--- config.mk ---
export PLATFORM = sky130hd
export DESIGN_NAME = kalman_calibration
export DESIGN_NICKNAME = d
export VERILOG_FILES = /design/src/rtl/kalman_calibration.sv
export SDC_FILE = /design/constraint.sdc
export NUM_CORES = 1
export LEC_CHECK = 0
export BUFFER_PORTS_ARGS = -buffer_cell sky130_fd_sc_hd__buf_2
export CAP_MARGIN = 20
export CELL_PAD_IN_SITES_DETAIL_PLACEMENT = 0
export CELL_PAD_IN_SITES_GLOBAL_PLACEMENT = 2
export CORE_UTILIZATION = 37
export DETAILED_ROUTE_END_ITERATION = 10
export PLACE_DENSITY_LB_ADDON = 0.2
export SYNTH_ARGS = -nofsm -noshare
export SYNTH_HDL_FRONTEND = slang
export SYNTH_SLANG_ARGS = --single-unit
export TNS_END_PERCENT = 20
--- constraint.sdc ---
create_clock -name clk_in -period 3.67 [get_ports clk_in]
set_input_delay 0.367 -clock clk_in [delete_from_list [all_inputs] [get_ports clk_in]]
set_output_delay 0.367 -clock clk_in [all_outputs]
set_load 0.01 [all_outputs]
--- src/rtl/kalman_calibration.sv ---
// kalman_calibration: start-up bias calibration for the MPU6050 attitude pipeline.
// Once sensor configuration is done, it averages 2^SAMPLE_LOG2 raw 7-channel samples.
// It presents the signed mean of each channel as that channel's bias.
// Ports:
//   clk_in, rst_n          - clock, asynchronous active-low reset
//   *_in (7 channels)      - signed raw samples (acc x/y/z, temp, gyro x/y/z)
//   i2c_ack_5_pos_in       - one-cycle strobe: a new sample set is on the inputs
//   config_done            - level; calibration only runs while high
//   key_flag_in            - one-cycle request to restart calibration
//   calib_done_out         - high while bias outputs hold a valid result
//   *_bias_out (7 channels) - signed mean, truncated toward zero
module kalman_calibration #(
  parameter int unsigned DATA_W      = 16,
  parameter int unsigned SAMPLE_LOG2 = 10,
  parameter int unsigned SUM_W       = DATA_W + SAMPLE_LOG2
) (
  input  logic              clk_in,
  input  logic              rst_n,
  input  logic [DATA_W-1:0] acc_x_in,
  input  logic [DATA_W-1:0] acc_y_in,
  input  logic [DATA_W-1:0] acc_z_in,
  input  logic [DATA_W-1:0] temp_in,
  input  logic [DATA_W-1:0] gyro_x_in,
  input  logic [DATA_W-1:0] gyro_y_in,
  input  logic [DATA_W-1:0] gyro_z_in,
  input  logic              i2c_ack_5_pos_in,
  input  logic              config_done,
  input  logic              key_flag_in,
  output logic              calib_done_out,
  output logic [DATA_W-1:0] acc_x_bias_out,
  output logic [DATA_W-1:0] acc_y_bias_out,
  output logic [DATA_W-1:0] acc_z_bias_out,
  output logic [DATA_W-1:0] temp_bias_out,
  output logic [DATA_W-1:0] gyro_x_bias_out,
  output logic [DATA_W-1:0] gyro_y_bias_out,
  output logic [DATA_W-1:0] gyro_z_bias_out
);

  localparam int unsigned NumCh = 7;
  localparam logic [SUM_W-1:0] RoundAdj = SUM_W'((2 ** SAMPLE_LOG2) - 1);

  typedef enum logic [1:0] {StIdle, StAccum, StDivide, StDone} state_e;

  state_e                   state_q, state_d;
  logic [SAMPLE_LOG2:0]     cnt_q, cnt_d;
  logic signed [SUM_W-1:0]  sum_q [NumCh];
  logic signed [SUM_W-1:0]  sum_d [NumCh];
  logic [DATA_W-1:0]        bias_q [NumCh];
  logic [DATA_W-1:0]        bias_d [NumCh];
  logic                     done_q, done_d;
  logic [DATA_W-1:0]        sample [NumCh];

  assign sample[0] = acc_x_in;
  assign sample[1] = acc_y_in;
  assign sample[2] = acc_z_in;
  assign sample[3] = temp_in;
  assign sample[4] = gyro_x_in;
  assign sample[5] = gyro_y_in;
  assign sample[6] = gyro_z_in;

  // Signed divide by 2^SAMPLE_LOG2 rounding toward zero: bias negative sums up before the shift.
  function automatic logic [DATA_W-1:0] trunc_div(input logic signed [SUM_W-1:0] s);
    logic signed [SUM_W-1:0] r;
    r = s[SUM_W-1] ? $signed(s + RoundAdj) : s;
    r = r >>> SAMPLE_LOG2;
    return r[DATA_W-1:0];
  endfunction

  always_comb begin
    state_d = state_q;
    cnt_d   = cnt_q;
    sum_d   = sum_q;
    bias_d  = bias_q;
    done_d  = done_q;
    if (key_flag_in) begin
      // Restart wins over everything, including a same-cycle strobe.
      state_d = StIdle;
      cnt_d   = '0;
      sum_d   = '{default: '0};
      done_d  = 1'b0;
    end else begin
      unique case (state_q)
        StIdle: begin
          if (config_done) state_d = StAccum;
        end
        StAccum: begin
          if (!config_done) begin
            state_d = StIdle;
            cnt_d   = '0;
            sum_d   = '{default: '0};
          end else if (cnt_q[SAMPLE_LOG2]) begin
            // Counter full: stop accumulating and divide next cycle.
            state_d = StDivide;
          end else if (i2c_ack_5_pos_in) begin
            for (int i = 0; i < NumCh; i++) begin
              sum_d[i] = sum_q[i] + SUM_W'($signed(sample[i]));
            end
            cnt_d = cnt_q + 1'b1;
          end
        end
        StDivide: begin
          if (!config_done) begin
            state_d = StIdle;
            cnt_d   = '0;
            sum_d   = '{default: '0};
          end else begin
            for (int i = 0; i < NumCh; i++) begin
              bias_d[i] = trunc_div(sum_q[i]);
            end
            state_d = StDone;
            done_d  = 1'b1;
          end
        end
        StDone: begin
        end
        default: state_d = StIdle;
      endcase
    end
  end

  always_ff @(posedge clk_in or negedge rst_n) begin
    if (!rst_n) begin
      state_q <= StIdle;
      cnt_q   <= '0;
      sum_q   <= '{default: '0};
      bias_q  <= '{default: '0};
      done_q  <= 1'b0;
    end else begin
      state_q <= state_d;
      cnt_q   <= cnt_d;
      sum_q   <= sum_d;
      bias_q  <= bias_d;
      done_q  <= done_d;
    end
  end

  assign calib_done_out  = done_q;
  assign acc_x_bias_out  = bias_q[0];
  assign acc_y_bias_out  = bias_q[1];
  assign acc_z_bias_out  = bias_q[2];
  assign temp_bias_out   = bias_q[3];
  assign gyro_x_bias_out = bias_q[4];
  assign gyro_y_bias_out = bias_q[5];
  assign gyro_z_bias_out = bias_q[6];

endmodule

==> results of run 1 <==
-- path summary, 6_finish.rpt --
| check | start | end | slack [ns] | depth (start not counted) |
|---|---|---|---|---|
| min in group asynchronous | rst_n | gyro_y_bias_out[6]$_DFFE_PN0P_ | 0.44 | 2 |
| setup / recovery | sum_q[52]$_DFFE_PN0P_ | sum_q[74]$_DFFE_PN0P_ | 0.31 | 12 |
| setup reg to reg | sum_q[52]$_DFFE_PN0P_ | sum_q[74]$_DFFE_PN0P_ | 0.31 | 12 |
| max in group asynchronous | rst_n | sum_q[105]$_DFFE_PN0P_ | 2.23 | 3 |
| hold / removal | gyro_y_in[0] | sum_q[26]$_DFFE_PN0P_ | 0.17 | 4 |
| hold reg to reg | acc_x_bias_out[9]$_DFFE_PN0P_ | acc_x_bias_out[9]$_DFFE_PN0P_ | 0.47 | 2 |
-- cells in the final DEF (no fill, tap or decap), drive strengths merged, types with 23 or more instances in the layout --
cell type  count
a31oi         26
nor3          39
clkbuf        53
ha           179
o31ai         45
a21o          77
nand2b        24
nor2          96
o21ai        308
nand2        403
buf          248
xor2         138
nand4         23
nor2b         26
dfrtp        308
a21oi        132
inv           36
xnor2        116
nand3        107
and3          38
-- metal layers --
| layer | vias to the layer above | track usage |
|---|---|---|
| li1 | 9242 | - |
| met1 | 8750 | 0.277 |
| met2 | 268 | 0.334 |
| met3 | 87 | 0.0401 |
| met4 | 16 | 0.0540 |
| met5 | - | 0 |
-- timing repair --
item                                   4_1_cts  5_1_grt
endpoints found under the hold margin       88        0
gates resized for setup                      0        2
hold buffers                                 1        0
setup endpoints to repair                    0        2
-- flip-flops by register name (all words and copies together) (netlist names), 2 cells and up --
| register | count |
|---|---|
| acc_z_bias_out | 16 |
| gyro_x_bias_out | 16 |
| temp_bias_out | 16 |
| gyro_z_bias_out | 16 |
| sum_q | 182 |
| acc_x_bias_out | 16 |
| state_q | 2 |
| gyro_y_bias_out | 16 |
| cnt_q | 11 |
| acc_y_bias_out | 16 |
-- synth_stat cells (13+ instances only) --
cell / count / area (µm²)
nand2_1: 403 / 1510
dfrtp_1: 308 / 7710
o21ai_0: 299 / 1500
ha_1: 179 / 2240
xor2_1: 138 / 1210
a21oi_1: 129 / 646
xnor2_1: 116 / 1020
nand3_1: 107 / 536
nor2_1: 96 / 360
clkbuf_1: 80 / 300
a21o_1: 77 / 578
o31ai_1: 43 / 323
nor3_1: 39 / 195
and3_1: 38 / 238
inv_1: 36 / 135
nor2b_1: 26 / 163
a31oi_1: 24 / 150
nand2b_1: 24 / 150
nand4_1: 23 / 144
a22o_1: 21 / 184
o21a_1: 21 / 158
a211oi_1: 19 / 143
nor4_1: 18 / 113
o21bai_1: 16 / 120
and2_1: 14 / 87.6
or3_1: 13 / 81.3
-- area by class of cell --
cell class | instances | share of cell area
clock buffers | 53 | 0.0464
well taps | 756 | 0.0382
multi-input cells | 2014 | 0.530
clock inverters | 20 | 0.0126
flip-flops and latches | 308 | 0.311
diodes | 1 | 0.000101
repair buffers | 249 | 0.0563
inverters | 36 | 0.00545
-- where the power goes --
| part | leakage, nW | switching, mW | internal (mW) | total (mW) |
|---|---|---|---|---|
| logic | 6.83 | 1.89 | 1.27 | 3.16 |
| registers | 4.25 | 0.372 | 3.74 | 4.11 |
| clock network | 0.716 | 1.61 | 2.77 | 4.38 |
-- worst max-delay path: stages (launching register included) --
cell and delay [ns]:
dfrtp_1 0.39, ha_1 0.21, fa_1 0.43, a211oi_1 0.26
o21a_1 0.19, o21ai_0 0.22, a211oi_1 0.50, o21ai_0 0.24
a21o_1 0.22, a21oi_1 0.21, o21ai_0 0.14, xnor2_1 0.15
o22ai_1 0.08
-- kinds of logic after synthesis --
logic type / count (synthesis)
multiplexers: 6
adder cells (fa/ha/maj): 186
AND/OR/NAND/NOR: 824
XOR/XNOR: 254
AO/OA/AOI/OAI: 744
flip-flops: 308
buffers and inverters: 122
-- metrics by stage --
stage                     instances  total power, mW
after floorplan                2444             6.31
after global placement         3362             7.31
after global routing           3437             12.4
after CTS                      3436             11.8
final                          3437             11.6
after detailed placement       3362             7.34
==> impl_metrics.ini, run 1 <==
[clock_network]
clkTransAtPathRegs_ns = 0.06
cts_buffers = 41
cts_htree_levels = 2
cts-root-buf = clkbuf_16
clk_latency_ns = 0.55
cts_max_path_buffers = 3
cts_sinks = 308
cts_setup_buffers = 0
cts_tree = done

[placement]
gp_congestion = 0.850
dp_hpwl_um = 43100
post_dp_cell_area_um2 = 23300
dp_slack_ns = 0.150
io_buffer_count = 229

[sta]
setup_ws_ns = 0.309
relSlewSlack = 0.281
period_needed_ns = 3.36
finalCritPeriodShare = 0.916
hold_violations = 0
skew_ns = 0.0191
rsz0062_at_grt = false
setup_viol = 0
worst_pin_slew_ns = 1.08
slew_viol_final = 0
max_freq_ghz = 0.298
fin_tns_setup_ns = 0
holdWs_ns = 0.169

[drt]
antenna_left = 0
wl_met1_um = 28900
drc = 0
drt_iter0_drc = 845
wl_um = 60300
vias = 18400
vias_per_cell = 5.34
maxUsedRoutingLayer = met5
wl_per_cell_um = 17.6
dr_wl_met3_um = 2390
dr.pass1.iters = 5
met2_length_um = 27600

[final_layout]
layout-area-overhead-vs-synth_pct = 16.6
final_nets = 2953
fillers = 5674
drive_gt1_frac = 0.131
seqCellArea_um2 = 7710
fin_area_um2 = 24800
multi_input_area_um2 = 13100
finish.utilization = 0.438

[worst_setup_path]
crit_arrival_ns = 3.78
end_kind = flip-flop
cp_max_fo = 3
critPathLaunchType = flip-flop
worstPathRequired_ns = 4.09
worstSetupPathType = reg2reg

[synth]
syn_area_um2 = 21300
synth_edf_count = 0
yosys.area_share.adder = 0.112
synthFlopType = dfrtp_1
synth-async-reset-ratio = 1.00
synthXorXnorAreaFrac = 0.105
synth.yosys.warnings = 0
ys_seq_area_frac = 0.363
synth_mux_area_frac = 0.00294
synth_area_per_cell_um2 = 8.70
synth_compound_gate_area_share = 0.219
synth_cells = 2444
syn-num-nets = 2747
synth_top_family_by_area = compound AO/OA/AOI/OAI gates
ys_ff_latch = 308
synth_cell_types = 74
synthSimpleGateAreaFrac = 0.177

[grt]
grt.total_usage = 0.205
grt_first_pass_wirelength_um = 97800
grt_overflow = 0
grt_pass1_vias = 18200
grt_max_degree = 104
antenna_found_initial = 9

[floorplan]
fp.dieH_um = 242
die-area_um2 = 58400
start_util = 0.375
ios = 230
dieWidth_um = 242
fp-row-count = 87
core_area_um2 = 56600

[run_status]
status = finished, final reports clean

[pwr]
p_leak_nw = 11.8
powerDensity_nw_per_um2 = 470
peakVddDrop_mv = 0.305

[run]
maxCapViolCount = 0

[hold_path]
hold_class = in2reg
Power figures use the tool's default switching activity.
==> run 2, diff against run 1 <==
Settings changed: ABC_CLOCK_PERIOD_IN_PS set to 3670, PLACE_DENSITY_LB_ADDON 0.2 to 0.15.
==> run 2 against run 1 <==
Worst setup slack got worse by 0.087 ns. Routed wire length fell by 1.4%. Sequential share of layout area rose by 0.19 points. Die area did not move. Register-to-register slack got worse by 0.09 ns. Critical endpoint is now sum_q[50]$_DFFE_PN0P_. Largest cell class unchanged.
==> impl_metrics.ini, run 2 (synthesized netlist as in run 1, its figures left out) <==
[worst_setup_path]
rr_worst_depth = 12
crit_arrival_ns = 3.87
cpPeakStageDelay_ns = 0.44
regToRegStartpoint = sum_q[26]$_DFFE_PN0P_
cp_common_cell = o21ai_1
critPathLaunchType = flip-flop
cp_cell_sequence = ha_1, fa_1, a211o_1, o211ai_1, a221oi_1, o41ai_1, o21ai_1, o41ai_2, o21ai_0, a21oi_1, xor2_1, o21ai_1
crit_slowest_cell = fa_1
rr_endpoint = sum_q[50]$_DFFE_PN0P_
critPathTopFamily = compound AO/OA/AOI/OAI gates
cp_max_fo = 3
rrSetupSlack_ns = 0.22
end_kind = flip-flop
worstPathRequired_ns = 4.09
worstSetupPathType = reg2reg
crit_buf_inv = 0
crit_start = sum_q[26]$_DFFE_PN0P_
cp_num_cells = 12

[drt]
wl_um = 59500
wl_per_cell_um = 17.3
vias_per_cell = 5.29
drc = 0
dr.pass1.iters = 5
vias = 18200
drt_iter0_drc = 794
antenna_left = 0

[grt]
grt_pass1_vias = 18200
grt_first_pass_wirelength_um = 97400
grt_overflow = 0
grt_max_degree = 227
antenna_found_initial = 7
grt.total_usage = 0.204

[final_layout]
finish.utilization = 0.435
final_cell_mix = 401 x nand2_1, 308 x dfrtp_1, 299 x o21ai_0
largest-register = sum_q
largest_reg_flops = 182
final_common_cell = nand2_1
multi_input_area_um2 = 13100
drive_gt1_frac = 0.128
layout-area-overhead-vs-synth_pct = 15.9
final_nets = 2953
fin_area_um2 = 24600
final_cells = 3435
fillers = 5722
seqCellArea_um2 = 7710

[pwr]
switchingPower_mw = 3.80
netSwitchingFraction = 0.338
powerDensity_nw_per_um2 = 457
p_leak_nw = 11.7
p_total_mw = 11.3
seqPwrFrac = 0.364
combPwrFrac = 0.279
power.share.clock = 0.357
p_int_mw = 7.45
peakVddDrop_mv = 0.346

[sta]
setup_viol = 0
skew_ns = 0.0157
slew_viol_final = 0
setup_ws_ns = 0.223
rsz0062_at_grt = false
fin_tns_setup_ns = 0
holdWs_ns = 0.161
period_needed_ns = 3.45
finalCritPeriodShare = 0.939
hold_violations = 0
relSlewSlack = 0.293
worst_pin_slew_ns = 1.06
max_freq_ghz = 0.290

[clock_network]
clkTransAtPathRegs_ns = 0.06
cts_htree_levels = 2
cts_resized = 0
cts_sinks = 308
clk_latency_ns = 0.56
cts_max_path_buffers = 3
hold_buffers = 1
cts_setup_buffers = 0
cts_buffers = 41
cts_tree = done
cts-root-buf = clkbuf_16

[hold_path]
min-delay-start = temp_in[0]
hold_class = in2reg
min_to = sum_q[78]$_DFFE_PN0P_
min_path_cells = 4

[floorplan]
ios = 230
fp.dieH_um = 242
fp-row-count = 87
die-area_um2 = 58400
dieWidth_um = 242
start_util = 0.375
core_area_um2 = 56600

[run_status]
status = finished, final reports clean

[placement]
io_buffer_count = 229
dp.cells = 3362
post_dp_cell_area_um2 = 23300
dp_slack_ns = 0.217
dp_hpwl_um = 42700
gp_congestion = 0.845

[run]
maxCapViolCount = 0
## run 2: cell type report
type,instances,area share
multi-input cells,2014,0.533
diodes,1,0.000102
flip-flops and latches,308,0.313
well taps,756,0.0384
inverters,36,0.00548
clock inverters,8,0.00366
repair buffers,249,0.0567
clock buffers,63,0.0503
## run 2: worst reg2reg max path, stage by stage, from the launching register on
cell	delay [ns]
dfrtp_1	0.40
ha_1	0.23
fa_1	0.44
a211o_1	0.32
o211ai_1	0.18
a221oi_1	0.19
o41ai_1	0.41
o21ai_1	0.21
o41ai_2	0.34
o21ai_0	0.16
a21oi_1	0.20
xor2_1	0.17
o21ai_1	0.08
## run 2: metal layers
layer	vias up	GRT usage	routed length [µm]
met5	-	0	83
met4	12	0.0603	1580
met3	91	0.0349	2100
met2	268	0.334	27300
met1	8587	0.275	28400
li1	9224	-	-
## run 2: worst max path at each step
stage	end	slack, ns
4_1_cts	sum_q[50]$_DFFE_PN0P_	0.24
6_report	sum_q[50]$_DFFE_PN0P_	0.22
2_1_floorplan	sum_q[152]$_DFFE_PN0P_	0.67
3_3_place_gp	sum_q[50]$_DFFE_PN0P_	0.30
5_1_grt	sum_q[50]$_DFFE_PN0P_	0.04
3_5_place_dp	sum_q[50]$_DFFE_PN0P_	0.22
## run 2: power by group through the flow
stage	registers, mW	clock network (mW)	logic [mW]
2_1_floorplan	4.11	0	2.20
3_3_place_gp	4.15	0	3.14
3_5_place_dp	4.16	0	3.16
4_1_cts	4.10	4.17	3.17
5_1_grt	4.16	4.30	3.55
6_report	4.10	4.01	3.14
